$ cat src/rtl/liteic_rr_arbiter.sv
// rtl/liteic_rr_arbiter.sv - round-robin arbiter granting one liteic slave region to NUM_MASTERS requesters
// Optional forced release after TIMEOUT_CYCLES busy cycles when LITEIC_ARB_TIMEOUT_EN is defined.
module liteic_rr_arbiter #(
    parameter int unsigned NUM_MASTERS    = 4,
    parameter int unsigned IDX_WIDTH      = (NUM_MASTERS > 1) ? $clog2(NUM_MASTERS) : 1,
    parameter int unsigned TIMEOUT_CYCLES = 256
) (
    input  logic                   clk_i,
    input  logic                   rst_i,
    input  logic [NUM_MASTERS-1:0] req_i,
    input  logic                   txn_done_i,
    output logic [NUM_MASTERS-1:0] grant_o,
    output logic [IDX_WIDTH-1:0]   grant_idx_o,
    output logic                   busy_o,
    output logic                   timeout_o
);

    if (NUM_MASTERS < 1 || NUM_MASTERS > 16 || TIMEOUT_CYCLES < 2) begin : g_bad_param
        $error("liteic_rr_arbiter: illegal NUM_MASTERS or TIMEOUT_CYCLES");
    end

    typedef enum logic {S_IDLE, S_BUSY} state_t;

    state_t                 state_q;
    logic [NUM_MASTERS-1:0] grant_q;
    logic [IDX_WIDTH-1:0]   grant_idx_q;
    logic                   busy_q;
    logic [IDX_WIDTH-1:0]   rr_ptr_q;
    logic [IDX_WIDTH-1:0]   rr_ptr_d;
    logic [NUM_MASTERS-1:0] rot;
    logic                   pick_valid;
    logic [IDX_WIDTH-1:0]   pick_idx;

    // Rotate requests so bit 0 is the highest-priority master, then take the lowest set bit.
    always_comb begin
        rot        = NUM_MASTERS'({req_i, req_i} >> rr_ptr_q);
        pick_valid = 1'b0;
        pick_idx   = '0;
        for (int i = NUM_MASTERS - 1; i >= 0; i--) begin
            if (rot[i]) begin
                pick_valid = 1'b1;
                pick_idx   = IDX_WIDTH'((int'(rr_ptr_q) + i) % int'(NUM_MASTERS));
            end
        end
    end

    // Explicit wrap keeps non-power-of-2 configurations inside 0..NUM_MASTERS-1.
    assign rr_ptr_d = (grant_idx_q == IDX_WIDTH'(NUM_MASTERS - 1)) ? '0 : grant_idx_q + 1'b1;

`ifdef LITEIC_ARB_TIMEOUT_EN
    localparam int unsigned TIMER_W = $clog2(TIMEOUT_CYCLES);
    localparam logic [TIMER_W-1:0] TIMER_MAX = TIMER_W'(TIMEOUT_CYCLES - 1);

    logic [TIMER_W-1:0] timer_q;
    logic               timeout_q;
`endif

    always_ff @(posedge clk_i) begin
        if (rst_i) begin
            state_q     <= S_IDLE;
            grant_q     <= '0;
            grant_idx_q <= '0;
            busy_q      <= 1'b0;
            rr_ptr_q    <= '0;
`ifdef LITEIC_ARB_TIMEOUT_EN
            timer_q     <= '0;
            timeout_q   <= 1'b0;
`endif
        end else begin
`ifdef LITEIC_ARB_TIMEOUT_EN
            timeout_q <= 1'b0;
`endif
            case (state_q)
                S_IDLE: begin
                    if (pick_valid) begin
                        grant_q     <= NUM_MASTERS'(1) << pick_idx;
                        grant_idx_q <= pick_idx;
                        busy_q      <= 1'b1;
                        state_q     <= S_BUSY;
`ifdef LITEIC_ARB_TIMEOUT_EN
                        timer_q     <= '0;
`endif
                    end
                end
                S_BUSY: begin
                    if (txn_done_i) begin
                        grant_q  <= '0;
                        busy_q   <= 1'b0;
                        rr_ptr_q <= rr_ptr_d;
                        state_q  <= S_IDLE;
                    end
`ifdef LITEIC_ARB_TIMEOUT_EN
                    else if (timer_q == TIMER_MAX) begin
                        grant_q   <= '0;
                        busy_q    <= 1'b0;
                        rr_ptr_q  <= rr_ptr_d;
                        state_q   <= S_IDLE;
                        timeout_q <= 1'b1;
                    end else begin
                        timer_q <= timer_q + 1'b1;
                    end
`endif
                end
                default: state_q <= S_IDLE;
            endcase
        end
    end

    assign grant_o     = grant_q;
    assign grant_idx_o = grant_idx_q;
    assign busy_o      = busy_q;
`ifdef LITEIC_ARB_TIMEOUT_EN
    assign timeout_o   = timeout_q;
`else
    assign timeout_o   = 1'b0;
`endif

endmodule

$ cat config.mk
export PLATFORM = sky130hd
export DESIGN_NAME = liteic_rr_arbiter
export DESIGN_NICKNAME = d
export VERILOG_FILES = /design/src/rtl/liteic_rr_arbiter.sv
export SDC_FILE = /design/constraint.sdc
export NUM_CORES = 1
export LEC_CHECK = 0
export ABC_AREA = 1
export CAP_MARGIN = 20
export CORE_MARGIN = 1.5
export CORE_UTILIZATION = 30
export DETAILED_ROUTE_END_ITERATION = 10
export HOLD_SLACK_MARGIN = 0.06
export PLACE_DENSITY = 0.49
export REMOVE_ABC_BUFFERS = 1
export SYNTH_ARGS = -nofsm -noshare
export SYNTH_HDL_FRONTEND = slang
export SYNTH_SLANG_ARGS = --single-unit
$ cat constraint.sdc
create_clock -name clk_i -period 1.35 [get_ports clk_i]
set_input_delay 0.3375 -clock clk_i [delete_from_list [all_inputs] [get_ports clk_i]]
set_output_delay 0.3375 -clock clk_i [all_outputs]
set_load 0.05 [all_outputs]
== Yosys cells after proc, flatten, opt, wreduce, memory -nomap -nowiden ==
Cells that the tools add are included.

* Register bits after elaboration: 10
* Bits of input ports: 7
* Output and inout port bits: 8
* Word-level logic and storage cells: 36

* $add $sub $neg: 4
* Equality and inequality tests: 3
* Shifts and indexed selects: 2
* Mux-type cells: 18
* Bitwise operators: 1
* Reductions and logical operators: 3

{| class="wikitable"
|+ Operators with widths
! operator !! count
|-
| $mux 2 || 5
|-
| $mux 1 || 8
|-
| $mux 4 || 2
|-
| $pmux 4 s2 || 1
|-
| $shr 8x2->4 || 1
|-
| $reduce_and 2->1 || 3
|-
| $add 2x1->2 const B || 2
|-
| $add 2x2->2 const B || 2
|-
| $ne 2x2->1 const B || 2
|-
| $pmux 1 s2 || 2
|-
| $shl 1x2->4 const A || 1
|-
| $eq 2x2->1 const B || 1
|-
| $not 1->1 || 1
|}

== Logic depth before layout (Yosys ltp) ==
Gate-level depths: netlist (run 1).

* Word-level depth: 8
* Gate-level depth with buffers: 12

== Worst setup path before layout (run 1) ==
OpenSTA, ideal clock, no wires.

* Path type: register -> register
* From: register grant_idx_q[0] (netlist: grant_idx_o[0])
* To: register rr_ptr_q[1]
* Library setup time: 0.123 ns
* Data arrival time: 1.150 ns
* Data required time: 1.227 ns
* Path slack: 0.077 ns
* Cell stages (with the launch flop): 4
* Path buffers: 0
* Path through: dfxtp_1 > ha_1 > o21ai_0 > a21oi_1

* Longest elaborated chain between the ends: 2
* Elaborated cells between the ends (all ways): 3
* Classes of those cells: add/sub: 1; eq/ne: 1; mux: 1

{| class="wikitable"
|+ RTL lines
! element !! RTL line !! text
|-
| from (decl) || 26 || <nowiki>logic [IDX_WIDTH-1:0] grant_idx_q;</nowiki>
|-
| from (signal assigned) || 77 || <nowiki>grant_idx_q <= pick_idx;</nowiki>
|-
| $add 2x1->2 or $eq 2x2->1 (tied branches) || 48 || <nowiki>assign rr_ptr_d = (grant_idx_q == IDX_WIDTH'(NUM_MASTERS - 1)) ? '0 : grant_idx_q + 1'b1;</nowiki>
|-
| $mux 2 * || 48 ||
|-
| via rr_ptr_d[1] || 29 || <nowiki>logic [IDX_WIDTH-1:0] rr_ptr_d;</nowiki>
|-
| to (signal assigned) || 89 || <nowiki>rr_ptr_q <= rr_ptr_d;</nowiki>
|-
| to (decl) || 28 || <nowiki>logic [IDX_WIDTH-1:0] rr_ptr_q;</nowiki>
|}

The timed path passes the listed nets; every way through them passes the cells marked *.
A chain may end at the register's enable or synchronous reset.

== Worst setup path after layout (run 1) ==
* From: register rr_ptr_q[0]
* To: register grant_q[1] (netlist: grant_o[1])

* Longest elaborated chain between the ends: 8
* Elaborated cells between the ends (all ways): 17
* Classes of those cells: add/sub: 3; eq/ne: 1; shift: 2; mux: 10; reduce/logical: 1

{| class="wikitable"
|+ RTL lines
! element !! RTL line !! text
|-
| $add 2x2->2 or $shr 8x2->4 (tied branches) || 42, 36 ||
|-
| $mux 2 (4 in a row) || 40 || <nowiki>if (rot[i]) begin</nowiki>
|-
| $shl 1x2->4 || 76 || <nowiki>grant_q <= NUM_MASTERS'(1) << pick_idx;</nowiki>
|-
| $mux 4 || 75 || <nowiki>if (pick_valid) begin</nowiki>
|-
| $pmux 4 s2 || 73 || <nowiki>case (state_q)</nowiki>
|-
| to (signal assigned) || 76 ||
|-
| to (decl) || 25 || <nowiki>logic [NUM_MASTERS-1:0] grant_q;</nowiki>
|}

Several ways; a longest one is shown, not always the timed one. The select of a mux whose other input is x is not followed.

==> results of run 1 <==
-- kinds of logic after synthesis --
logic type               Yosys count  share of synthesized area
AND/OR/NAND/NOR                   60                      0.471
buffers and inverters             16                      0.111
adder cells (fa/ha/maj)            1                     0.0181
flip-flops                        10                      0.290
AO/OA/AOI/OAI                     13                      0.105
other                              1                    0.00543
-- registers in the layout, summed over array words and instances (netlist names) --
signal	flops
grant_o	4
state_q	1
grant_idx_o	2
rr_ptr_q	2
busy_o	1
-- synth_stat cells, drive strengths merged --
library cell | number | area (µm²)
a21oi | 6 | 30.0
and2 | 1 | 8.76
buf | 2 | 18.8
clkinv | 1 | 3.75
conb | 1 | 3.75
dfxtp | 10 | 200
ha | 1 | 12.5
inv | 13 | 53.8
nand2 | 33 | 174
nand3 | 19 | 105
nor2 | 6 | 32.5
nor3 | 1 | 5.00
o211ai | 1 | 7.51
o21ai | 4 | 20.0
o21bai | 2 | 15.0
-- cell type report --
| type | instances | area share |
|---|---|---|
| sequential | 10 | 0.169 |
| clock buffer | 4 | 0.0302 |
| timing repair buffer | 24 | 0.238 |
| inverter | 14 | 0.0521 |
| tap | 28 | 0.0292 |
| multi-input combinational | 75 | 0.482 |
-- metrics by stage --
step	instances	power (mW)	setup slack (ns)	hold WS [ns]	setup TNS, ns
after floorplan	99	0.661	0.0327	0.407	0
after global placement	151	0.874	-0.436	0.502	-2.93
after detailed placement	151	0.875	-0.407	0.501	-2.84
after CTS	154	1.17	0.00983	0.519	0
after global routing	155	1.34	-0.0516	0.540	-0.198
final	155	1.26	0.0241	0.514	0
-- power by group --
part	total (mW)	internal [mW]	switching, mW
Combinational	0.627	0.269	0.358
Clock	0.269	0.164	0.105
Sequential	0.366	0.328	0.0370
-- worst reg2reg max path, delay by kind of cell (launching register included) --
family          cells  cell delay, ns
simple gates        6            0.55
buf+inv             2            0.25
flops               1            0.34
compound gates      1            0.13
-- cell usage in the layout (no fill, tap or decap), drive strengths merged --
master,n
conb,1
clkinv,1
o21ai,4
ha,1
clkdlybuf4s50,2
clkbuf,4
o21bai,2
nor2,6
a21oi,6
and2,1
o211ai,1
nand3,19
nor3,1
nand2,33
inv,13
dfxtp,10
dlygate4sd2,4
buf,18
-- worst max path at each step --
stage                                end  cells after the start        start  slack, ns
final                         grant_o[1]                      9  rr_ptr_q[0]       0.02
after global routing          grant_o[1]                      9  rr_ptr_q[0]      -0.05
after CTS                     grant_o[3]                     10  rr_ptr_q[0]       0.01
after detailed placement  grant_idx_o[0]                     11     req_i[3]      -0.41
after global placement    grant_idx_o[0]                     11     req_i[3]      -0.44
after floorplan           grant_idx_o[0]                      9  rr_ptr_q[0]       0.03
-- metal layers --
metal	vias up	wire (µm)
met5	-	0
met4	0	46
met3	5	66
met2	21	869
met1	347	801
li1	380	-
-- what timing repair did --
action	in CTS	in global routing
pin swaps	11	13
endpoints found under the setup margin	7	7
gates cloned	0	0
setup buffers	0	1
gates resized for setup	18	33
==> summary.md, run 1 <==
| Metric | Value |
|---|---|
| Gr busiest metal | met2 |
| GR Util met1 | 0.182 |
| Die Area | 0.00260 mm² |
| Chip Width | 51.0 µm |
| Reg-to-Reg Start | rr_ptr_q[0] |
| Nets | 136 |
| DRC viols | 0 |
| CTS tree | built |
| CTS Root Cell | clkbuf_4 |
| Post-synthesis cell type count | 24 |
| Met2 Use GR | 0.238 |
| DR vias/cell | ~4.9 |
| # fillers | 217 |
| Max-slew violations | 0 |
| WL/cell | 11.5 µm |
| Global-route wire length before repair | 2850 µm |
| Clock sink total | 10 |
| Min-Delay Endpoint | grant_o[3] |
| Clk slew on worst S/H paths | 0.06 ns |
| Max Fanout on Critical Path | 6 |
| Hpwl dp | 1270 µm |
| Final Core Density | 0.548 |
| Crit-path slowest cell | dfxtp_2 |
| Maximum number of pins on one net before global-route repair | 9 |
| Total grt overflow | 0 |
| Met3 track demand over resource | 0.0175 |
| Post-Syn Area per Cell | 6.84 µm² |
| CP max stage delay | 0.34 ns |
| Fraction of layout cells with a size suffix above 1 | 0.559 |
| Largest delay contributor family on the critical path | simple AND/OR/NAND/NOR gates |
| Final Skew | around 0.005 ns |
| CTS max path bufs | 2 |
| Unrepaired setup endpoints after global routing | true |
| GP Congestion | roughly 0.77 |
| Reg2reg setup slack | 0.02 ns |
| CP Data Arrival Time | 1.53 ns |
| CP Capture Type | flip-flop |
| Period utilization | 0.982 |
| Pwr dens | 1050 mW/mm² |
| First DRT Iteration DRCs | 6 |
| #FFs+latches synth | 10 |
| Seq/Total Area, Yosys | 0.290 |
| Tot GR Track Use | 0.147 |
| Area occupied by multi-input gates | 579 µm² |
| Ports | 15 |
| Initial antenna violation count | 0 |
| Setup crit start kind | flip-flop |
| CTS buffer count | 3 |
| Final WL | approximately 1800 µm |
| Via count | 753 |
| Cell area after synthesis | 691 µm² |
| DIE HEIGHT | 51.0 µm |
| R2R cell count | 9 |
| Core Rows | 17 |
| Crit path cell chain | buf_6, nand2_2, nand3_1, nand2_1, inv_2, nand3_1, nand2_2, nand3_2, a21oi_2 |
| Final antenna-violating net count | 0 |
| Hold-fix buffers, CTS | 0 |
| DP Area | approximately 990 µm² |
| Min Clock Period, post-route | about 1.3 ns |
| Worst skew pair latency | 0.27 ns |
| Worst Hold Path Cells | 2 |
| Final hold viol count | 0 |
| Area Overhead vs Synth | 73.9% |
| VDD IR max | 0.714 mV |
| Vias in the first global route | 691 |
| N_diodes | 0 |
| Buf+Inv Stages, Crit Path | 2 |
| DR pass1 iterations | 4 |
| Reg area | 203 µm² |
| Max Cap Violations | 0 |
| Crit Path Category | reg -> reg |
| LEAKAGE | roughly 0.57 nW |
| Max Clk Rate | roughly 0.75 GHz |
| Synth Instances | 101 |
| Ys Warns | 0 |
| Hold crit path type | reg -> reg |
| Hold Startpoint | grant_o[3] |
| # port buffers | 13 |
| RR Endpoint | grant_o[1] |
| Setup-failing EPs final | 0 |
| H-tree depth | 1 |
| Final instance area | 0.00120 mm² |
| Initial core utilization | 0.315 |
| Core area | 0.00219 mm² |
| Status | finished, final reports clean |
| CP Data Required Time | 1.56 ns |
No activity file was read; power rests on OpenSTA's default activity.
==> run 2: changes to the inputs <==
CORE_MARGIN = unset   (was 1.5)
CORE_UTILIZATION = 48   (was 30)
PLACE_DENSITY = 0.73   (was 0.49)
==> run 2 against run 1 <==
Net effect: combinational power decreased by 1%; cell count fell by 9.0%; hold slack improved by 0.0044 ns; cell area shrank 5.1%; maximum frequency fell by 1.5%; clock power is 26% lower; critical path type unchanged; critical endpoint is now grant_idx_o[0]; largest cell class unchanged; largest power group unchanged.
==> summary.md, run 2 (same netlist as run 1, synthesis figures left out) <==
| Metric | Value |
|---|---|
| Unrepaired setup endpoints after global routing | true |
| Highest Signal Layer | met4 |
| Via count | 756 |
| Chip Width | 39.9 µm |
| Crit-path slowest cell | dfxtp_2 |
| Initial antenna violation count | 0 |
| CP Capture Type | flip-flop |
| CTS Root Cell | clkbuf_4 |
| Pwr dens | 1040 mW/mm² |
| VDD IR max | 0.828 mV |
| Ports | 15 |
| # port buffers | 13 |
| Global-route wire length before repair | about 2500 µm |
| Crit Path Category | reg -> reg |
| Worst Hold Path Cells | 2 |
| H-tree depth | 1 |
| Max Clk Rate | 0.743 GHz |
| Nets | 136 |
| Hpwl dp | 1270 µm |
| Reg-to-Reg Start | rr_ptr_q[0] |
| Hold Startpoint | grant_o[1] |
| Core area | 0.00132 mm² |
| CP Data Required Time | approximately 1.5 ns |
| Clk slew on worst S/H paths | ~0.060 ns |
| Final instance area | roughly 0.0011 mm² |
| Fraction of layout cells with a size suffix above 1 | 0.524 |
| CTS buffer count | 3 |
| Met2 routed WL | 1040 µm |
| Total grt overflow | 0 |
| Final antenna-violating net count | 0 |
| Final WL | ~2000 µm |
| Period utilization | 0.997 |
| RR Endpoint | grant_idx_o[0] |
| DRC viols | 0 |
| DP Area | around 970 µm² |
| Die Area | ~0.0016 mm² |
| Max Cap Violations | 0 |
| Status | finished, final reports clean |
| Area Overhead vs Synth | 65.0% |
| R2R cell count | 9 |
| Min Clock Period, post-route | 1.35 ns |
| CP max stage delay | 0.33 ns |
| Setup crit start kind | flip-flop |
| Min-Delay Endpoint | grant_o[1] |
| LEAKAGE | 0.540 nW |
| Clock sink total | 10 |
| Crit path top cell by count | nand2_4 |
| Commonest non-fill, non-tap cell in the layout | nand2_2 |
| CTS tree | built |
| DR pass1 iterations | 4 |
| Worst skew pair latency | 0.26 ns |
| Largest register FFs | 4 |
| Setup-failing EPs final | 0 |
| Max-slew violations | 0 |
| Maximum number of pins on one net before global-route repair | 9 |
| WL/cell | 14.2 µm |
| Met3 WL | 57 µm |
| Wl on met1 | about 850 µm |
| N_diodes | 0 |
| CTS max path bufs | 2 |
| Hold crit path type | reg -> reg |
| Vias in the first global route | 646 |
| CP Data Arrival Time | between 1.5 and 2 ns |
| Setup Total Neg Slack | 0 ns |
| Hold-fix buffers, CTS | 0 |
| Tot GR Track Use | 0.242 |
| Initial core utilization | 0.524 |
| Final hold viol count | 0 |
| Max Fanout on Critical Path | 7 |
| Most frequent cells in the layout | 12 x nand2_2, 11 x nand2_1 |
| Final Skew | roughly 0.0041 ns |
| GP Congestion | 0.755 |
| Reg2reg setup slack | between 0.003 and 0.004 ns |
| DIE HEIGHT | 39.9 µm |
| Core Rows | 13 |
| First DRT Iteration DRCs | 9 |
| Crit path cell chain | buf_6, nand2_2, nand2_4, nor2_4, nand2_4, nand2_8, inv_4, o211ai_1, inv_1 |
| DR vias/cell | 5.36 |
[run 2: cell types whose count changed in the layout (fill, tap and decap cells not counted), sizes merged]
cell / before / now
clkbuf: 4 / 3
[run 2: critical path: cells and delay by family (launching register included)]
family                 cells  cell delay [ns]
flip-flops                 1             0.33
buffers and inverters      3             0.24
AO/OA/AOI/OAI              1             0.17
AND/OR/NAND/NOR            5             0.49
[run 2: power breakdown]
group          switching, mW  total [mW]  internal (mW)
clock                 0.0969       0.200          0.103
sequential            0.0372       0.365          0.328
combinational          0.355       0.618          0.263
[run 2: metrics by stage]
stage               hold slack (ns)  setup slack [ns]  total power [mW]  instances  utilization
global placement              0.489            -0.389             0.862        138        0.739
finish                        0.519           0.00399              1.18        141        0.865
floorplan                     0.407            0.0327             0.661         99            -
CTS                           0.509           -0.0113              1.10        140        0.779
detailed placement            0.494            -0.402             0.872        138        0.739
global route                  0.542           -0.0723              1.24        141        0.865
[run 2: what timing repair did]
| item | 4_1_cts | 5_1_grt |
|---|---|---|
| buffers inserted | 0 | 1 |
| pin swaps | 9 | 9 |
| endpoints found under the setup margin | 7 | 7 |
| gates resized for setup | 20 | 23 |
| cloned | 0 | 0 |
[run 2: layer usage]
| metal | global-route usage | vias to the layer above |
|---|---|---|
| met1 | 0.268 | 356 |
| met4 | 0.181 | 0 |
| met3 | 0.0167 | 6 |
| met2 | 0.427 | 16 |
| met5 | 0 | - |
| li1 | - | 378 |
[run 2: final cells by class]
type / count / area, µm²
Tap cell: 15 / 18.8
Fill cell: 70 / 178
Multi-Input combinational cell: 75 / 549
Sequential cell: 10 / 201
Timing Repair Buffer: 24 / 285
Inverter: 14 / 62.6
Clock buffer: 3 / 22.5
[run 2: worst max-delay path by stage]
stage | start | endpoint | slack [ns] | cells past startpoint
5_1_grt | rr_ptr_q[0] | grant_idx_o[0] | -0.07 | 12
3_5_place_dp | req_i[3] | grant_idx_o[0] | -0.40 | 11
6_report | rr_ptr_q[0] | grant_idx_o[0] | 0.004 | 9
2_1_floorplan | rr_ptr_q[0] | grant_idx_o[0] | 0.03 | 9
3_3_place_gp | req_i[3] | grant_idx_o[0] | -0.39 | 11
4_1_cts | rr_ptr_q[0] | grant_idx_o[0] | -0.01 | 10
